**src/rtl/ser_1001_pkg.sv**
```systemverilog
// Shared types and constants for the 1001 serial transmitter slice.
// The PRE state is only reachable when SER_1001_PREAMBLE_EN is defined.
package ser_1001_pkg;

  typedef enum logic [1:0] {
    IDLE  = 2'd0,
    SHIFT = 2'd1,
    PRE   = 2'd2
  } state_t;

  localparam int unsigned PAT_LEN = 4;
  localparam logic [PAT_LEN-1:0] PATTERN_1001 = 4'b1001;
  localparam logic [PAT_LEN-1:0] PREAMBLE     = 4'b1001;

endpackage

```
**src/rtl/ser_1001_tx_pat_match_cnt.sv**
```systemverilog
// Wire monitor: 3-bit history plus saturating count of PATTERN occurrences,
// overlaps included. Usable standalone as a golden reference.
import ser_1001_pkg::*;

module pat_match_cnt #(
  parameter logic [PAT_LEN-1:0] PATTERN = PATTERN_1001,
  parameter int unsigned        CNT_W   = 8
) (
  input  logic             clk,
  input  logic             rst_n,
  input  logic             bit_in,
  output logic [CNT_W-1:0] cnt
);

  logic [PAT_LEN-2:0] hist;
  logic               match;

  always_comb begin
    match = ({hist, bit_in} == PATTERN);
  end

  always_ff @(posedge clk) begin
    if (!rst_n) begin
      hist <= '0;
      cnt  <= '0;
    end else begin
      hist <= {hist[PAT_LEN-3:0], bit_in};
      if (match && (cnt != '1))
        cnt <= cnt + 1'b1;
    end
  end

endmodule

```
**src/rtl/ser_1001_tx.sv**
```systemverilog
// Parallel-to-serial MSB-first transmitter with on-chip 1001 match counter.
// Define SER_1001_PREAMBLE_EN to prefix every frame with the 1,0,0,1 preamble.
import ser_1001_pkg::*;

module ser_1001_tx #(
  parameter int unsigned        WIDTH   = 8,
  parameter logic [PAT_LEN-1:0] PATTERN = PATTERN_1001,
  parameter int unsigned        CNT_W   = 8
) (
  input  logic             clk,
  input  logic             rst_n,
  input  logic             load_valid,
  output logic             load_ready,
  input  logic [WIDTH-1:0] load_data,
  output logic             data_out,
  output logic             bit_valid,
  output logic             frame_done,
  output logic [CNT_W-1:0] pat_cnt
);

  localparam int unsigned      IDX_W    = $clog2(WIDTH);
  localparam logic [IDX_W-1:0] LAST_IDX = IDX_W'(WIDTH - 1);
  localparam logic [IDX_W-1:0] ONE_IDX  = IDX_W'(1);

  state_t           state;
  logic [WIDTH-1:0] word;
  logic [IDX_W-1:0] idx;
  logic [IDX_W-1:0] idx_nxt;
  logic             accept;
`ifdef SER_1001_PREAMBLE_EN
  logic [1:0]       pidx;
`endif

  always_comb begin
    accept  = load_valid && load_ready;
    idx_nxt = idx - 1'b1;
  end

  // idx names the bit currently on data_out; load_ready is only ever high in
  // IDLE or on the last data bit, so one accept branch serves both cases.
  always_ff @(posedge clk) begin
    if (!rst_n) begin
      state      <= IDLE;
      word       <= '0;
      idx        <= '0;
      data_out   <= 1'b0;
      bit_valid  <= 1'b0;
      frame_done <= 1'b0;
      load_ready <= 1'b1;
`ifdef SER_1001_PREAMBLE_EN
      pidx       <= '0;
`endif
    end else if (accept) begin
      word       <= load_data;
      bit_valid  <= 1'b1;
      frame_done <= 1'b0;
      load_ready <= 1'b0;
`ifdef SER_1001_PREAMBLE_EN
      state      <= PRE;
      pidx       <= 2'd3;
      data_out   <= PREAMBLE[3];
`else
      state      <= SHIFT;
      idx        <= LAST_IDX;
      data_out   <= load_data[WIDTH-1];
`endif
    end else begin
      case (state)
        IDLE: begin
          data_out   <= 1'b0;
          bit_valid  <= 1'b0;
          frame_done <= 1'b0;
          load_ready <= 1'b1;
        end
        SHIFT: begin
          if (idx == '0) begin
            state      <= IDLE;
            data_out   <= 1'b0;
            bit_valid  <= 1'b0;
            frame_done <= 1'b0;
            load_ready <= 1'b1;
          end else begin
            idx        <= idx_nxt;
            data_out   <= word[idx_nxt];
            frame_done <= (idx == ONE_IDX);
            load_ready <= (idx == ONE_IDX);
          end
        end
`ifdef SER_1001_PREAMBLE_EN
        PRE: begin
          if (pidx == 2'd0) begin
            state    <= SHIFT;
            idx      <= LAST_IDX;
            data_out <= word[WIDTH-1];
          end else begin
            pidx     <= pidx - 1'b1;
            data_out <= PREAMBLE[pidx - 1'b1];
          end
        end
`endif
        default: begin
          state      <= IDLE;
          data_out   <= 1'b0;
          bit_valid  <= 1'b0;
          frame_done <= 1'b0;
          load_ready <= 1'b1;
        end
      endcase
    end
  end

  pat_match_cnt #(
    .PATTERN (PATTERN),
    .CNT_W   (CNT_W)
  ) u_pat_cnt (
    .clk    (clk),
    .rst_n  (rst_n),
    .bit_in (data_out),
    .cnt    (pat_cnt)
  );

endmodule

```
**config.mk**
```make
export PLATFORM = sky130hd
export DESIGN_NAME = ser_1001_tx
export DESIGN_NICKNAME = d
export VERILOG_FILES = /design/src/rtl/ser_1001_pkg.sv /design/src/rtl/ser_1001_tx_pat_match_cnt.sv /design/src/rtl/ser_1001_tx.sv
export SDC_FILE = /design/constraint.sdc
export NUM_CORES = 1
export LEC_CHECK = 0
export BUFFER_PORTS_ARGS = -buffer_cell sky130_fd_sc_hd__buf_2
export CAP_MARGIN = 5
export CORE_ASPECT_RATIO = 2
export CORE_UTILIZATION = 38
export DETAILED_ROUTE_END_ITERATION = 10
export GPL_TIMING_DRIVEN = 0
export PLACE_DENSITY = 0.68
export SYNTH_ARGS = -nofsm -noshare
export SYNTH_HDL_FRONTEND = slang
export SYNTH_SLANG_ARGS = --single-unit
```
**constraint.sdc**
```tcl
create_clock -name clk -period 1.8 [get_ports clk]
set_input_delay 0.45 -clock clk [delete_from_list [all_inputs] [get_ports clk]]
set_output_delay 0.45 -clock clk [all_outputs]
set_load 0.02 [all_outputs]
```
# ---- Word level (Yosys, flattened, before mapping)
# Cells that the tools add are included.
dict set report totals {
  register_bits 28
  inputBits 11
  elab_cells 51
}
dict set report op_classes {
  n_eq_ne 8
  order_cmp 1
  reduce_logical 10
  bitwise 3
  mux 17
  n_addsub 2
}
# operator n
set ops {}
lappend ops {{two-way mux 1 bit} 11}
lappend ops {{two-way mux 3 bit} 3}
lappend ops {{adder 8 x 1 -> 8 bit, second input constant} 1}
lappend ops {{inequality test 8 bit, second input constant} 1}
lappend ops {{inequality test 2 bit, second input constant} 3}
lappend ops {{AND reduction 2 bit} 3}
lappend ops {{equality test 4 bit, second input constant} 1}
lappend ops {{less-than comparator 3 x 4 -> 1 bit, second input constant} 1}
lappend ops {{one-hot mux 2 bit (2 select lines)} 1}
lappend ops {{OR reduction 4 bit} 1}
lappend ops {{binary-select mux 1 bit (select 3 bit)} 1}
lappend ops {{equality test 3 x 1 -> 1 bit, second input constant} 1}
lappend ops {{zero test 3 bit} 1}
lappend ops {{inequality test 3 bit, second input constant} 1}
lappend ops {{NOT 1 bit} 3}
lappend ops {{subtractor 3 x 1 -> 3 bit, second input constant} 1}
lappend ops {{equality test 2 x 1 -> 1 bit, second input constant} 1}
lappend ops {{logical AND 1 bit} 2}
lappend ops {{zero test 2 bit} 1}
lappend ops {{two-way mux 2 bit} 1}
lappend ops {{nonzero test 2 bit} 1}
lappend ops {{OR reduction 2 bit} 1}

# ---- Logic depth before layout (Yosys ltp)
dict set report logic_depth {
  depth_word 6
  depth_mapped 6
  ltp_nobuf 6
}

# ---- Hierarchy
# A second synthesis with hierarchy kept.
dict set report hier_totals {
  hier_cells 142
  area_unflattened_um2 1267.5
}
# module cells_per_inst area_per_inst_um2 instances
set modules_own_cells {}
lappend modules_own_cells {ser_1001_tx 83 724.4 1}
lappend modules_own_cells {pat_match_cnt 59 543.0 1}

# ---- Worst setup path after synthesis
# OpenSTA, ideal clock, no wires.
dict set report synth_path {
  kind {register -> register}
  startpoint {register idx[0]}
  endpoint {register data_out}
  arrival_time_ns 1.535
  synth_period_minus_slack_ns 1.609
  setup_ns 0.074
  path_buffers 0
  setup_slack_ns 0.191
  path_stages_with_launch 6
  path_cell_list {dfxtp_1 -> inv_1 -> ha_1 -> mux4_1 -> or4b_1 -> a31oi_1}
}
dict set report synth_between {
  elab_chain_cells 6
  elab_cells_between_ends 7
  cone_classes {add/sub (1); mux (5); reduce/logical (1)}
}
# element line_no
set synth_lines {}
lappend synth_lines {{start, declared} ser_1001_tx.sv:27} ;# logic [IDX_W-1:0] idx;
lappend synth_lines {{start signal, assigned} ser_1001_tx.sv:83} ;# idx <= idx_nxt;
lappend synth_lines {{subtractor 3 x 1 -> 3 bit} ser_1001_tx.sv:36} ;# idx_nxt = idx - 1'b1;
lappend synth_lines {{binary-select mux 1 bit (select 3 bit)} ser_1001_tx.sv:84} ;# data_out <= word[idx_nxt];
lappend synth_lines {{two-way mux 1 bit (implied by the code)} ser_1001_tx.sv:84}
lappend synth_lines {{two-way mux 1 bit (*)} ser_1001_tx.sv:76} ;# if (idx == '0) begin
lappend synth_lines {{two-way mux 1 bit (*)} ser_1001_tx.sv:68} ;# case (state)
lappend synth_lines {{two-way mux 1 bit (*)} ser_1001_tx.sv:53} ;# end else if (accept) begin
lappend synth_lines {{end signal, assigned} ser_1001_tx.sv:65} ;# data_out <= load_data[WIDTH-1];
lappend synth_lines {{end signal, assigned} ser_1001_tx.sv:84}
lappend synth_lines {{end, declared} ser_1001_tx.sv:15} ;# output logic data_out,
# Every way passes the cells marked *; elsewhere a longest branch is shown, timed or not. The select of a mux whose other input is x is not followed.
# A chain may end at the register's enable or synchronous reset.

# ---- Worst setup path in the final report
# Ends and elaborated chain as after synthesis.

==> flow_metrics.py <==
metrics = {
    "synth": {
        "synthCells": 119,
        "ys_seq_elements": 27,
        "yosysTopAreaCellShare": 0.480,
        "syn-mean-instance-area_um2": 9.46,
        "synthDistinctLibCells": 34,
        "syn_area_mm2": 0.00113,
        "yosysTopAreaCell": "dfxtp_1",
        "synth_warnings": 0,
        "synthesis.nets": 134,
        "ys_top_cells_by_area": "dfxtp_1, nand2_1, a21oi_1, mux4_1, ha_1",
        "yosysSeqAreaShare": 0.480,
    },
    "critical_path": {
        "cp-start-kind": "flop",
        "r2r_cells": 5,
        "endpoint_kind": "flop",
        "crit_path_top_delay_cell": "or4b_1",
        "crit_chain": "inv_1, ha_1, mux4_1, or4b_1, a31oi_1",
        "arrival_ps": 1910,
        "crit_path_max_fanout": 4,
        "reg2reg_to": "data_out",
        "critical_path_class": "reg -> reg",
        "timing.rr.start": "idx[0]",
        "r2r_slack_ps": 90,
        "slowest_delay_ps": 430,
        "crit_required_ps": 2000,
    },
    "timing": {
        "post-route-min-period_ps": 1710,
        "setup_ws_ps": 87.5,
        "fin_skew_ps": 3.99,
        "finalHoldViolCount": 0,
        "finalSetupTns_ps": 0,
        "max_clock_freq_mhz": 584,
        "setup_viol": 0,
        "period_share": 0.951,
        "rsz0062_at_grt": "no",
        "finalMaxSlewViolations": 0,
        "relSlewSlack": 0.672,
        "worstMarginPinSlew_ps": 493,
    },
    "hold_path": {
        "hold_path_depth": 3,
        "hold_path.class": "in -> reg",
        "hold_start": "load_data[6]",
        "min_to": "word[6]",
    },
    "power_and_ir_drop": {
        "power-per-cell-area_mw_per_mm2": 866,
        "pwr-share-seq": 0.567,
        "p_clk_frac": 0.296,
        "ir_worst_vdd_mv": 0.597,
        "p_comb_frac": 0.137,
        "p_sw_mw": 0.286,
        "p_int_mw": 0.857,
        "sw_frac_of_total": 0.250,
        "leakagePower_nw": 0.561,
    },
    "place": {
        "place.gp.congestion": 0.771,
        "hpwl_um": 1750,
        "dpl_cell_area_mm2": 0.00127,
        "pre_cts_ws_ps": 30.3,
        "portBuffers": 22,
    },
    "clock_tree": {
        "cts_num_sinks": 27,
        "worst_skew_pair.late_latency_ps": 270,
        "hold_buffers": 0,
        "cts_tree": "done",
        "path_clk_slew_ps": 90,
        "clockRootBuffer": "clkbuf_8",
        "h-tree-depth": 1,
        "numCtsBuffers": 3,
        "cts_buffer_depth": 2,
        "cts_setup_buffers": 0,
    },
    "finish": {
        "final_net_count": 161,
        "final_common_cell": "dfxtp_1",
        "final_cell_mix": "dfxtp_1, buf_2, nand2_1, a21oi_1",
        "fillers": 291,
        "n_antenna_cell": 0,
        "drive_gt1_frac": 0.207,
        "final_cell_area_mm2": 0.00132,
        "area_growth_pct": 17.1,
    },
    "routing": {
        "via_per_inst": 5.48,
        "ant_nets": 0,
        "via_count": 953,
        "drc_errors": 0,
        "routed_wl_um": 2280,
        "wl_per_cell_um": 13.1,
        "firstDrtPassIters": 3,
        "drt_iter0_markers": 21,
    },
    "global_routing": {
        "grt_util_all_layers": 0.170,
        "grt_max_degree": 15,
        "overflow": 0,
        "antenna_found_initial": 0,
        "grt_pass1_wl_um": 3840,
        "grt_pass1_vias": 885,
    },
    "floorplan": {
        "initial_utilization": 0.407,
        "die_w_um": 40.5,
        "rows": 27,
        "dieArea_mm2": 0.00320,
        "core_area_mm2": 0.00277,
        "ioPinCount": 23,
        "fp.dieH_um": 79.0,
    },
    "job": {
        "max-cap-violations": 0,
    },
    "outcome": {
        "status": "completed",
    },
}
## cells by family after synthesis
| family | Yosys count | synth area share |
|---|---|---|
| and+or+nand+nor | 43 | 0.196 |
| muxes | 4 | 0.0656 |
| buffers and inverters | 9 | 0.0300 |
| adders and majority gates | 4 | 0.0444 |
| DFF | 27 | 0.480 |
| AOI/OAI and AO/OA | 27 | 0.146 |
| xor gates and xnor gates | 5 | 0.0389 |
## cells in the mapped netlist, drive strengths merged
| library cell | number |
|---|---|
| clkbuf | 3 |
| nor2 | 4 |
| xor2 | 3 |
| o211ai | 2 |
| o2111ai | 1 |
| nand2 | 21 |
| nor3 | 1 |
| mux2i | 1 |
| and3 | 1 |
| mux2 | 1 |
| o21a | 1 |
| ha | 4 |
| and4bb | 1 |
| mux4 | 2 |
| nand3 | 1 |
| xnor2 | 2 |
| o311ai | 1 |
| or4b | 1 |
| or3 | 2 |
| a21oi | 14 |
| and2 | 5 |
| inv | 5 |
| nand3b | 2 |
| nand4b | 1 |
| nand4 | 2 |
| a31o | 1 |
| or4 | 1 |
| a31oi | 2 |
| o21ai | 4 |
| o41ai | 1 |
| buf | 1 |
| dfxtp | 27 |
## critical path, delay by kind of cell, from the launching register on
family | cells | cell delay (ps)
and+or+nand+nor | 1 | 430
DFF | 1 | 380
adders and majority gates | 1 | 340
muxes | 1 | 210
AOI/OAI and AO/OA | 1 | 180
buffers and inverters | 1 | 90
## worst max-delay path by stage
| stage | start | endpoint |
|---|---|---|
| after floorplan | idx[0] | data_out |
| after global placement | idx[0] | data_out |
| after detailed placement | idx[0] | data_out |
| after CTS | idx[0] | data_out |
| after global routing | idx[0] | data_out |
| final | idx[0] | data_out |
## per-stage QoR
| stage | total power, mW | hold WS (ps) | util | instances |
|---|---|---|---|---|
| after floorplan | 0.770 | 427 | - | 119 |
| after global placement | 0.810 | 435 | 0.459 | 170 |
| after detailed placement | 0.817 | 443 | 0.459 | 170 |
| after CTS | 1.15 | 405 | 0.476 | 174 |
| after global routing | 1.20 | 414 | 0.476 | 174 |
| final | 1.14 | 407 | 0.476 | 174 |
## layer usage
| metal | up-vias | track usage | routed length (µm) |
|---|---|---|---|
| met5 | - | 0 | 0 |
| met4 | 0 | 0.0900 | 68 |
| met3 | 6 | 0.0251 | 57 |
| met2 | 17 | 0.284 | 1250 |
| met1 | 456 | 0.189 | 899 |
| li1 | 474 | - | - |
## registers in the layout, indices dropped and copies added, names as in the netlist
register / cells
u_pat_cnt.cnt: 8
word: 8
idx: 3
u_pat_cnt.hist: 3
bit_valid: 1
data_out: 1
frame_done: 1
load_ready: 1
state: 1
## power groups by stage
stage          registers, mW  logic, mW  clock network (mW)
6_report               0.647      0.157               0.339
4_1_cts                0.647      0.157               0.346
5_1_grt                0.652      0.173               0.376
3_3_place_gp           0.659      0.151                   0
3_5_place_dp           0.661      0.157                   0
2_1_floorplan          0.663      0.107                   0
## final cells by class
| cell class | count | area (µm²) | area share |
|---|---|---|---|
| Multi-Input combinational cell | 83 | 552 | 0.418 |
| Sequential cell | 27 | 542 | 0.411 |
| Timing Repair Buffer | 22 | 110 | 0.0835 |
| Clock buffer | 4 | 45.0 | 0.0342 |
| Tap cell | 29 | 36.3 | 0.0275 |
| Inverter | 5 | 18.8 | 0.0142 |
| Buffer | 4 | 15.0 | 0.0114 |
## what timing repair did
item                       in CTS  in global routing
setup endpoints to repair       0                  1
hold endpoints to repair        0                  0
resized for setup               0                  1
(Power assumes the default switching activity.)
